`config.mk`:
```
export PLATFORM = sky130hd
export DESIGN_NAME = my_multi_counter_flat
export DESIGN_NICKNAME = d
export VERILOG_FILES = /design/src/rtl/my_multi_counter_if.sv /design/src/rtl/my_multi_counter.sv /design/src/flat_wrapper.sv
export SDC_FILE = /design/constraint.sdc
export NUM_CORES = 1
export LEC_CHECK = 0
export ABC_AREA = 1
export CAP_MARGIN = 20
export CORE_ASPECT_RATIO = 2
export CORE_MARGIN = 4
export CORE_UTILIZATION = 35
export DETAILED_ROUTE_END_ITERATION = 6
export PLACE_DENSITY = 0.69
export SYNTH_ARGS = -nofsm -noshare
export SYNTH_HDL_FRONTEND = slang
export SYNTH_SLANG_ARGS = --single-unit
```
`constraint.sdc`:
```
create_clock -name clk -period 2.1 [get_ports clk]
set_input_delay 0.315 -clock clk [delete_from_list [all_inputs] [get_ports clk]]
set_output_delay 0.315 -clock clk [all_outputs]
set_load 0.02 [all_outputs]
```
`src/rtl/my_multi_counter_if.sv`:
```
// Control/status bundle for the multi-channel timer core.
// The master side (bus bridge or testbench) drives the per-channel controls;
// the slave side (the counter core) returns counts and interrupt status.
interface my_multi_counter_if #(
    parameter int NUM_CH = 4,
    parameter int WIDTH  = 16,
    parameter int PRE_W  = 8
);
    logic [NUM_CH-1:0]       start;
    logic [NUM_CH-1:0]       ack;
    logic [NUM_CH-1:0]       abort;
    logic [NUM_CH-1:0]       auto_reload;
    logic [NUM_CH*WIDTH-1:0] stop_val;
    logic [PRE_W-1:0]        prescale;
    logic [NUM_CH*WIDTH-1:0] count;
    logic [NUM_CH-1:0]       busy;
    logic [NUM_CH-1:0]       irqStart;
    logic [NUM_CH-1:0]       irqDone;
    logic [NUM_CH-1:0]       overrun;
    logic                    irq;

    modport master (
        output start, ack, abort, auto_reload, stop_val, prescale,
        input  count, busy, irqStart, irqDone, overrun, irq
    );

    modport slave (
        input  start, ack, abort, auto_reload, stop_val, prescale,
        output count, busy, irqStart, irqDone, overrun, irq
    );
endinterface

```
`src/rtl/my_multi_counter.sv`:
```
// Multi-channel start/ack counter with a shared prescaler.
// Each channel counts 0..stop (latched at start) on prescaler ticks, flags
// completion in irqDone until acknowledged, and optionally auto-reloads.
module my_multi_counter #(
    parameter int NUM_CH = 4,
    parameter int WIDTH  = 16,
    parameter int PRE_W  = 8
) (
    input logic                 clk,
    input logic                 rst_n,
    my_multi_counter_if.slave   bus
);

    localparam logic [1:0] S_IDLE = 2'd0;
    localparam logic [1:0] S_RUN  = 2'd1;
    localparam logic [1:0] S_DONE = 2'd2;

    logic [PRE_W-1:0] pre_cnt_q, pre_cnt_d;
    logic             tick;

    logic [1:0]       state_q [NUM_CH];
    logic [1:0]       state_d [NUM_CH];
    logic [WIDTH-1:0] count_q [NUM_CH];
    logic [WIDTH-1:0] count_d [NUM_CH];
    logic [WIDTH-1:0] stop_q  [NUM_CH];
    logic [WIDTH-1:0] stop_d  [NUM_CH];
    logic [NUM_CH-1:0] auto_q, auto_d;
    logic [NUM_CH-1:0] pulse_q, pulse_d;
    logic [NUM_CH-1:0] done_q, done_d;
    logic [NUM_CH-1:0] ovr_q, ovr_d;

    // Shared prescaler: >= compare so a lowered prescale never waits for a wrap
    always_comb begin
        tick      = (pre_cnt_q >= bus.prescale);
        pre_cnt_d = tick ? '0 : pre_cnt_q + PRE_W'(1);
    end

    // Per-channel next state; priority abort > ack > start > tick
    always_comb begin
        state_d = state_q;
        count_d = count_q;
        stop_d  = stop_q;
        auto_d  = auto_q;
        pulse_d = '0;
        done_d  = done_q;
        ovr_d   = ovr_q;
        for (int unsigned i = 0; i < NUM_CH; i++) begin
            if (bus.abort[i]) begin
                state_d[i] = S_IDLE;
                count_d[i] = '0;
                done_d[i]  = 1'b0;
                ovr_d[i]   = 1'b0;
            end else begin
                case (state_q[i])
                    S_IDLE: begin
                        if (bus.start[i]) begin
                            state_d[i] = S_RUN;
                            count_d[i] = '0;
                            stop_d[i]  = bus.stop_val[i*WIDTH +: WIDTH];
                            auto_d[i]  = bus.auto_reload[i];
                            pulse_d[i] = 1'b1;
                        end
                    end
                    S_RUN: begin
                        if (bus.ack[i]) begin
                            done_d[i] = 1'b0;
                            ovr_d[i]  = 1'b0;
                        end
                        // completion is applied after ack so it wins a same-cycle ack
                        if (tick) begin
                            if (count_q[i] == stop_q[i]) begin
                                done_d[i] = 1'b1;
                                if (auto_q[i]) begin
                                    count_d[i] = '0;
                                    if (done_q[i] && !bus.ack[i]) begin
                                        ovr_d[i] = 1'b1;
                                    end
                                end else begin
                                    state_d[i] = S_DONE;
                                end
                            end else begin
                                count_d[i] = count_q[i] + WIDTH'(1);
                            end
                        end
                    end
                    S_DONE: begin
                        if (bus.ack[i]) begin
                            done_d[i]  = 1'b0;
                            ovr_d[i]   = 1'b0;
                            count_d[i] = '0;
                            if (bus.start[i]) begin
                                state_d[i] = S_RUN;
                                stop_d[i]  = bus.stop_val[i*WIDTH +: WIDTH];
                                auto_d[i]  = bus.auto_reload[i];
                                pulse_d[i] = 1'b1;
                            end else begin
                                state_d[i] = S_IDLE;
                            end
                        end
                    end
                    default: begin
                        state_d[i] = S_IDLE;
                        count_d[i] = '0;
                    end
                endcase
            end
        end
    end

    // State registers with synchronous active-low reset
    always_ff @(posedge clk) begin
        if (!rst_n) begin
            pre_cnt_q <= '0;
            auto_q    <= '0;
            pulse_q   <= '0;
            done_q    <= '0;
            ovr_q     <= '0;
            for (int unsigned i = 0; i < NUM_CH; i++) begin
                state_q[i] <= S_IDLE;
                count_q[i] <= '0;
                stop_q[i]  <= '0;
            end
        end else begin
            pre_cnt_q <= pre_cnt_d;
            state_q   <= state_d;
            count_q   <= count_d;
            stop_q    <= stop_d;
            auto_q    <= auto_d;
            pulse_q   <= pulse_d;
            done_q    <= done_d;
            ovr_q     <= ovr_d;
        end
    end

    for (genvar g = 0; g < NUM_CH; g++) begin : g_out
        assign bus.count[g*WIDTH +: WIDTH] = count_q[g];
        assign bus.busy[g]                 = (state_q[g] == S_RUN);
    end

    assign bus.irqStart = pulse_q;
    assign bus.irqDone  = done_q;
    assign bus.overrun  = ovr_q;
    assign bus.irq      = |done_q;

endmodule

```
`src/flat_wrapper.sv`:
```
// flat-port wrapper written by rule: the top's interface ports become plain ports
module my_multi_counter_flat 
#(
    parameter int NUM_CH = 4,
    parameter int WIDTH  = 16,
    parameter int PRE_W  = 8
)
  (clk, rst_n, bus_start, bus_ack, bus_abort, bus_auto_reload, bus_stop_val, bus_prescale, bus_count, bus_busy, bus_irqStart, bus_irqDone, bus_overrun, bus_irq);
  my_multi_counter_if #(.NUM_CH(NUM_CH), .WIDTH(WIDTH), .PRE_W(PRE_W)) bus_i ();
  input logic clk;
  input logic rst_n;
  input wire logic [$bits(bus_i.start)-1:0] bus_start;
  input wire logic [$bits(bus_i.ack)-1:0] bus_ack;
  input wire logic [$bits(bus_i.abort)-1:0] bus_abort;
  input wire logic [$bits(bus_i.auto_reload)-1:0] bus_auto_reload;
  input wire logic [$bits(bus_i.stop_val)-1:0] bus_stop_val;
  input wire logic [$bits(bus_i.prescale)-1:0] bus_prescale;
  output wire logic [$bits(bus_i.count)-1:0] bus_count;
  output wire logic [$bits(bus_i.busy)-1:0] bus_busy;
  output wire logic [$bits(bus_i.irqStart)-1:0] bus_irqStart;
  output wire logic [$bits(bus_i.irqDone)-1:0] bus_irqDone;
  output wire logic [$bits(bus_i.overrun)-1:0] bus_overrun;
  output wire logic [$bits(bus_i.irq)-1:0] bus_irq;
  assign bus_i.start = bus_start;
  assign bus_i.ack = bus_ack;
  assign bus_i.abort = bus_abort;
  assign bus_i.auto_reload = bus_auto_reload;
  assign bus_i.stop_val = bus_stop_val;
  assign bus_i.prescale = bus_prescale;
  assign bus_count = bus_i.count;
  assign bus_busy = bus_i.busy;
  assign bus_irqStart = bus_i.irqStart;
  assign bus_irqDone = bus_i.irqDone;
  assign bus_overrun = bus_i.overrun;
  assign bus_irq = bus_i.irq;
  my_multi_counter #(.NUM_CH(NUM_CH), .WIDTH(WIDTH), .PRE_W(PRE_W)) u_core (.clk(clk), .rst_n(rst_n), .bus(bus_i));
endmodule
```
Word-level counts from Yosys, hierarchy flattened --
Cells that the tools add are included.
Cells by class: $add $sub $neg 5, order comparisons 1, eq/ne operators 36, multiplexer cells 128, bitwise gates (word level) 5, reduce and logical (&&, ||, !) cells 38
Operators with widths (number):
- $mux W16 | 28
- $pmux W16 S3 | 4
- $pmux W16 S2 | 4
- $add A16 B1 Y16 const B | 4
- $eq A16 B16 Y1 | 4
- $mux W1 | 52
- $mux W2 | 20
- $pmux W1 S2 | 16
- $ne A2 B2 Y1 const B | 12
- $pmux W2 S3 | 4
- $reduce_and A5 Y1 | 4
- $ne A2 B1 Y1 const B | 8
- $reduce_and A4 Y1 | 4
- $reduce_bool A2 Y1 | 8
- $ne A3 B2 Y1 const B | 4
- $reduce_and A3 Y1 | 4
- $reduce_or A2 Y1 | 5
- $add A8 B1 Y8 const B | 1
- $eq A2 B1 Y1 const B | 4
- $eq A2 B2 Y1 const B | 4
- $ge A8 B8 Y1 | 1
- $logic_not A2 Y1 | 4
- $not A1 Y1 | 5
- $logic_and A1 B1 Y1 | 4
- other kinds (2) | 5
Storage, ports and cells: register bits 160, bits of input ports 90, logic and storage cells 242

Longest topological paths before layout --
Gate-level depths: netlist of the first run.
depth in word-level cells 7, depth in mapped cells 15

Least setup slack after synthesis of the first run --
OpenSTA, ideal clock, no wires.
path type input to register, start point in bus_prescale[7], end point reg u_core.count_q, in the netlist u_core.bus.count[0], setup time 0.132 ns, data arrival time 1.745 ns, data required time 1.968 ns, path slack 0.223 ns, stages 9, buffers on the path 2, path through inv_1 > ha_1 > a21o_1 > nor2_2 > nand4_1 > buf_2 > buf_2 > nand4_1 > a21oi_1
Between the ends: cells in the longest elaborated chain, start to end 3
RTL lines:
- start: declaration | RTL line flat_wrapper.sv:17 | input wire logic [$bits(bus_i.prescale)-1:0] bus_prescale;
- $ge A8 B8 Y1 | RTL line my_multi_counter.sv:34 | tick = (pre_cnt_q >= bus.prescale);
- $ne A2 B1 Y1 (no source line)
- $reduce_and A4 Y1 (no source line)
- end signal: assignment | RTL line my_multi_counter.sv:126 | count_q <= count_d;
- end: declaration | RTL line my_multi_counter.sv:23 | logic [WIDTH-1:0] count_q [NUM_CH];
Every way passes these cells. A chain may end at the register's enable or synchronous reset.

Final worst setup path of the first run --
start point reg u_core.count_q, in the netlist u_core.bus.count[5], end point out bus_count[5]
RTL lines:
- end: declaration | RTL line flat_wrapper.sv:18 | output wire logic [$bits(bus_i.count)-1:0] bus_count;
No word-level cell between the ends.

==> run_results.csv, run 1 <==
group,metric,value,unit
synth,netlist.top_cell.by_area,"dfxtp_1",
clock_network,postCtsHoldBufs,0,
synth,synth_area,10100,um^2
min_path,holdCritPathClass,"input port to flop",
timing,finalHoldViolCount,0,
pwr,p_clk_share,39.9,%
synth,synth_area_leaders,"dfxtp_1 (32%), nand2_1 (18%), inv_1 (8.4%)",
timing,period_minus_slack,2060,ps
pwr,switchingPower,2.44,mW
setup_path,slowest_delay,610,ps
routing,wl_per_cell,15.5,um
timing,fmax,485,MHz
clock_network,clock-sinks,160,
pwr,totalPowerFinal,8.19,mW
final_layout,design_area,13400,um^2
synth,yosys.area.top_type_share,31.7,%
synth,ys_seq_area_share,31.7,%
pwr,pwr-share-seq,40.1,%
grt,grt_pass1_wl,55000,um
routing,dr.pass1.iters,6,
timing,tightestPinTransition,471,ps
final_layout,nets,1986,
grt,grt.overflow.total,0,
pwr,p_per_area,609,nW/um^2
clock_network,clockRootBuffer,"clkbuf_16",
grt,grtUsageMet1,22.1,%
clock_network,cts_tree,"yes",
clock_network,cts-buffers-inserted,17,
run,cap_violations,0,
die,fp.dieArea,31800,um^2
die,fp.dieH,248,um
setup_path,critical_path_class,"flop to primary output",
status,status,"finished clean",
synth,synth-simple-area-share,38.3,%
setup_path,critPathArrivalTime,1750,ps
synth,syn_avg_cell_area,6.18,um^2
timing,slew_violations,0,
timing,final.period_utilization,98.1,%
timing,slew_headroom,68.6,%
setup_path,required,1780,ps
final_layout,fin_cells,2235,
timing,rsz0062_at_grt,"no",
routing,detail_route.iter0.violations,794,
grt,antenna_found_initial,0,
setup_path,cp-end-kind,"primary output",
synth,synth_xor_area_share,2.86,%
pwr,combPwrFrac,20.0,%
final_layout,drive_above_1_share,9.53,%
placement,portBuffers,170,
grt,track_usage,21.8,%
final_layout,final_core_util,47.5,%
synth,synth_top_family_by_area,"simple AND/OR/NAND/NOR gates",
synth,synthAdderAreaFrac,3.59,%
grt,grt_pass1_vias,11017,
timing,setup_violations,0,
grt,met3_usage,3.71,%
routing,routed_wl,34600,um
synth,muxShareOfSynthArea,0,%
synth,ys_ff_latch,160,
setup_path,crit_path_top_delay_cell,"clkdlybuf4s50_1",
die,coreArea,28300,um^2
grt,grt_max_degree,35,
clock_network,cts_buffer_depth,2,
final_layout,diodes,0,
routing,via_per_inst,5.05,
clock_network,clk_pin_slew,60,ps
placement,dp_hpwl,26700,um
pwr,p_leak,5.63,nW
grt,grt_use_met2,40.7,%
setup_path,cp_max_fo,5,
synth,synthCells,1635,
timing,clock_skew,5.20,ps
pwr,peakVddDrop,0.616,mV
setup_path,path_cells,"buf_4 -> clkdlybuf4s50_1",
placement,place_area,12800,um^2
die,core.rowCount,87,
final_layout,areaGrowthSynthToFinish,33.0,%
routing,drc,0,
setup_path,start_kind,"flop",
die,io_pins,171,
die,die_w,128,um
clock_network,cts-htree-levels,4,
routing,vias,11296,
pwr,cell_internal_pwr,5.75,mW
placement,gp_congestion,0.986,
pwr,p_sw_share,29.8,%
die,initial_core_util,35.7,%
routing,ant_nets,0,
placement,placedCellCount,2198,
timing,whs,360,ps
synth,synth.distinct_cells,33,
synth,synth_nets,1754,
clock_network,clock_latency,460,ps
synth,ys_warn_count,0,
synth,synth_compound_area_share,11.7,%
grt,busiest_layer,"met2",
## through the flow
stage               setup TNS [ps]  worst slack, ps
floorplan                        0              223
finish                           0             39.9
global placement            -22320             -391
detailed placement          -24800             -418
CTS                              0             17.0
global route                     0             11.1
## registers in the layout, summed over array words and instances (netlist names)
signal / cells
u_core.bus.irqDone: 4
u_core.auto_q: 4
u_core.state_q: 8
u_core.bus.count: 64
u_core.bus.irqStart: 4
u_core.stop_q: 64
u_core.pre_cnt_q: 8
u_core.bus.overrun: 4
## cells in the final DEF (no fill, tap or decap), types with 3 or more instances in the layout
master             n
nand3_4            4
nor2_4             5
nand2_2            5
clkinvlp_4         3
a21oi_1          127
dfxtp_1          159
buf_12             7
o21ai_0           81
xor2_1            32
a21oi_2           11
clkinv_2           3
clkdlybuf4s50_1  164
inv_2              7
bufinv_16          3
clkinv_1           8
nand3b_1           3
nand4_4            5
inv_1            225
buf_4             95
nand4_1           96
dlygate4sd2_1      3
clkbuf_16         17
nor2_2             5
ha_1              29
nor2_1           212
nand3_1           51
nor3_1            16
nand2_1          482
## power groups by stage
stage               clock [mW]  sequential [mW]  combinational [mW]
finish                    3.27             3.28                1.64
global route              3.43             3.29                1.83
CTS                       3.33             3.28                1.62
detailed placement           0             3.34                1.62
global placement             0             3.34                1.59
floorplan                    0             3.34                1.00
## worst paths after layout
kind / start / to / slack, ps / cells past startpoint
max reg2reg: u_core.pre_cnt_q[7] / u_core.bus.count[38] / 180 / 9
min reg2reg: u_core.stop_q[57] / u_core.stop_q[57] / 470 / 2
min: rst_n / u_core.stop_q[31] / 360 / 4
max: u_core.bus.count[5] / bus_count[5] / 40 / 2
## per-layer routing
layer	share of wire (%)	wire [um]
met4	6.0	2080
met5	0	0
met3	4.6	1600
met1	36	12300
met2	54	18600
## cell type report
type                       instances  area, um^2
clock buffer                      21         460
multi-input combinational       1175        5730
fill                            2880       14900
inverter                         240         901
sequential                       160        3200
tap                              356         445
clock inverter                    10         136
timing repair buffer             273        2560
## kinds of logic after synthesis
kind of cell	Yosys count
buffers and inverters	300
flip-flops	160
AO/OA/AOI/OAI	226
AND/OR/NAND/NOR	887
XOR/XNOR	33
adder cells (fa/ha/maj)	29
## critical path: cells and delay by family (launching register included)
| kind | cells | cell delay [ps] |
|---|---|---|
| buffers and inverters | 2 | 810 |
| DFF | 1 | 470 |
## cell usage after synthesis
library cell	number
a2111oi_0	1
a211oi_1	1
a21o_1	1
a21oi_1	127
a21oi_2	11
buf_2	13
buf_4	3
buf_6	3
buf_8	1
clkbuf_1	40
clkinv_1	8
dfxtp_1	160
ha_1	29
inv_1	225
inv_2	7
nand2_1	484
nand2_2	3
nand3_1	51
nand3_4	4
nand3b_1	3
nand4_1	96
nand4_2	3
nand4_4	4
nor2_1	213
nor2_2	4
nor2_4	5
nor3_1	16
o211ai_1	2
o21ai_0	81
o21ai_1	2
or2_2	1
xnor2_1	1
xor2_1	32
## timing repair
action,4_1_cts,5_1_grt
cloned,0,0
hold endpoints to repair,0,0
gates resized for setup,3,7
endpoints found under the setup margin,3,68
pin swaps,0,3
setup buffers,0,6
Power figures use the tool's default switching activity.
==> run 2, diff against run 1 <==
- GPL_TIMING_DRIVEN: unset -> 0
==> run 2 against run 1 <==
Net effect: utilization decreased by 0.99 points; worst hold slack gained 70 ps; critical path depth is 1 higher; final area shrank 2.1%; sequential share of layout area rose by 0.75 points; combinational power is essentially flat; clock power is 5% lower; final cell count fell by 1.2%; total power shrank 1.9%; global-route usage down 0.21 points; non-clock buffer count is 28 lower; die area stayed put; critical path type unchanged; largest power group unchanged; highest routed layer unchanged.
==> run_results.csv, run 2 (synthesis results as in run 1) <==
group,metric,value,unit
timing,slew_headroom,52.5,%
placement,dp_hpwl,26800,um
pwr,p_leak,5.38,nW
timing,finalHoldViolCount,0,
min_path,worstHoldPathCells,1,
final_layout,areaGrowthSynthToFinish,30.2,%
setup_path,crit_family,"buffers and inverters",
routing,routed_wl,34100,um
die,fp.dieH,248,um
final_layout,final_core_util,46.5,%
setup_path,start_kind,"flop",
final_layout,drive_above_1_share,9.18,%
routing,detail_route.iter0.violations,614,
final_layout,fillCellCount,2965,
timing,tightestPinTransition,712,ps
grt,grtUsageMet1,20.6,%
timing,setup_violations,0,
setup_path,required,1780,ps
final_layout,fin_cells,2209,
clock_network,cts_tree,"yes",
grt,grt.overflow.total,0,
setup_path,critPathArrivalTime,1710,ps
timing,period_minus_slack,2030,ps
pwr,peakVddDrop,0.563,mV
die,die_w,128,um
final_layout,final_cell_mix,"nand2_1 (479), inv_1 (225), nor2_1 (210), clkdlybuf4s50_1 (167), dfxtp_1 (134)",
setup_path,slowest_delay,630,ps
clock_network,cts_buffer_depth,2,
grt,antenna_found_initial,1,
routing,wl_per_cell,15.4,um
pwr,p_per_area,610,nW/um^2
die,coreArea,28300,um^2
routing,vias,11096,
setup_path,critical_path_class,"flop to primary output",
clock_network,clk_pin_slew,60,ps
final_layout,nets,1958,
setup_path,worst-path-stages,3,
timing,final.period_utilization,96.6,%
final_layout,layout_commonest_cell,"nand2_1",
grt,busiest_layer,"met2",
placement,gp_congestion,0.979,
clock_network,cts-buffers-inserted,17,
setup_path,cp-end-kind,"primary output",
die,initial_core_util,35.7,%
clock_network,clock-sinks,160,
grt,grt_pass1_wl,54200,um
placement,placedCellCount,2161,
min_path,holdCritPathClass,"flop to flop",
setup_path,ff2ff_path_depth,10,
grt,grt_pass1_vias,10962,
clock_network,clockRootBuffer,"clkbuf_16",
setup_path,path_buf_inv,2,
routing,drc,0,
grt,grt_max_degree,17,
setup_path,crit_path_top_delay_cell,"clkdlybuf4s50_1",
routing,dr.pass1.iters,5,
setup_path,path_cells,"inv_1 -> ha_1 -> clkdlybuf4s50_1",
placement,portBuffers,170,
clock_network,clock_latency,450,ps
grt,track_usage,21.5,%
grt,met3_usage,4.12,%
grt,grt_use_met2,41.4,%
status,status,"finished clean",
run,cap_violations,0,
timing,slew_violations,0,
die,io_pins,171,
timing,fmax,493,MHz
setup_path,cp_max_fo,4,
timing,clock_skew,10.1,ps
routing,via_per_inst,5.02,
routing,ant_nets,0,
clock_network,cts-htree-levels,4,
die,fp.dieArea,31800,um^2
die,core.rowCount,87,
-- run 2: cell count changes in the layout (fill, tap and decap cells not counted), sizes merged --
| cell | delta |
|---|---|
| buf | -68 |
| clkbuf | +39 |
| clkdlybuf4s50 | +3 |
| bufinv | -2 |
| clkinvlp | +2 |
| dlygate4sd2 | -2 |
| inv | +2 |
| clkinv | -1 |
| diode | +1 |
-- run 2: area by class of cell --
cell class                 count  area [um^2]  area share (%)
buffer                        59          324            2.46
inverter                     240          905            6.88
multi-input combinational   1175         5830            44.3
clock buffer                  21          470            3.58
tap                          356          445            3.39
antenna                        1         2.50          0.0190
timing repair buffer         186         1840            14.0
clock inverter                11          105           0.799
sequential                   160         3240            24.6
-- run 2: repair_timing --
| item | in CTS | in global routing |
|---|---|---|
| gates resized for setup | 25 | 71 |
| buffers inserted | 3 | 13 |
| setup endpoints to repair | 97 | 101 |
| gates cloned | 0 | 0 |
| hold buffers | 0 | 0 |
| pin swaps | 3 | 9 |
-- run 2: power breakdown --
group / leakage (nW) / switching [mW] / internal (mW)
clock: 0.272 / 1.37 / 1.73
combinational: 3.79 / 1.01 / 0.627
sequential: 1.32 / 0.105 / 3.18
total: 5.38 / 2.49 / 5.54
-- run 2: worst paths after layout --
kind,endpoint,slack (ps),start
max,bus_busy[1],70,u_core.state_q[5]
min,u_core.pre_cnt_q[0],430,u_core.pre_cnt_q[0]
max reg2reg,u_core.bus.count[0],150,u_core.bus.count[4]
min reg2reg,u_core.pre_cnt_q[0],430,u_core.pre_cnt_q[0]
-- run 2: worst register-to-register path: cells and delay by family, from the launching register on --
kind                   cells  cell delay, ps
and+or+nand+nor            7             820
DFF                        1             520
buffers and inverters      2             400
AOI/OAI and AO/OA          1              60
-- run 2: layer usage --
| metal | wire length, um | up-vias |
|---|---|---|
| met5 | 0 | - |
| met2 | 18600 | 335 |
| met3 | 1560 | 109 |
| met1 | 12000 | 5046 |
| met4 | 1940 | 0 |
| li1 | - | 5606 |
-- run 2: per-stage QoR --
step	TNS (ps)	cell area, um^2	power (mW)	setup slack, ps	hold slack, ps
after CTS	0	12900	8.06	1.32	469
after global routing	-9.20	13200	8.42	-3.34	450
after floorplan	0	10100	4.34	223	430
final	0	13200	8.03	70.6	430
after global placement	-52050	12200	4.88	-722	445
after detailed placement	-55590	12200	4.91	-744	455
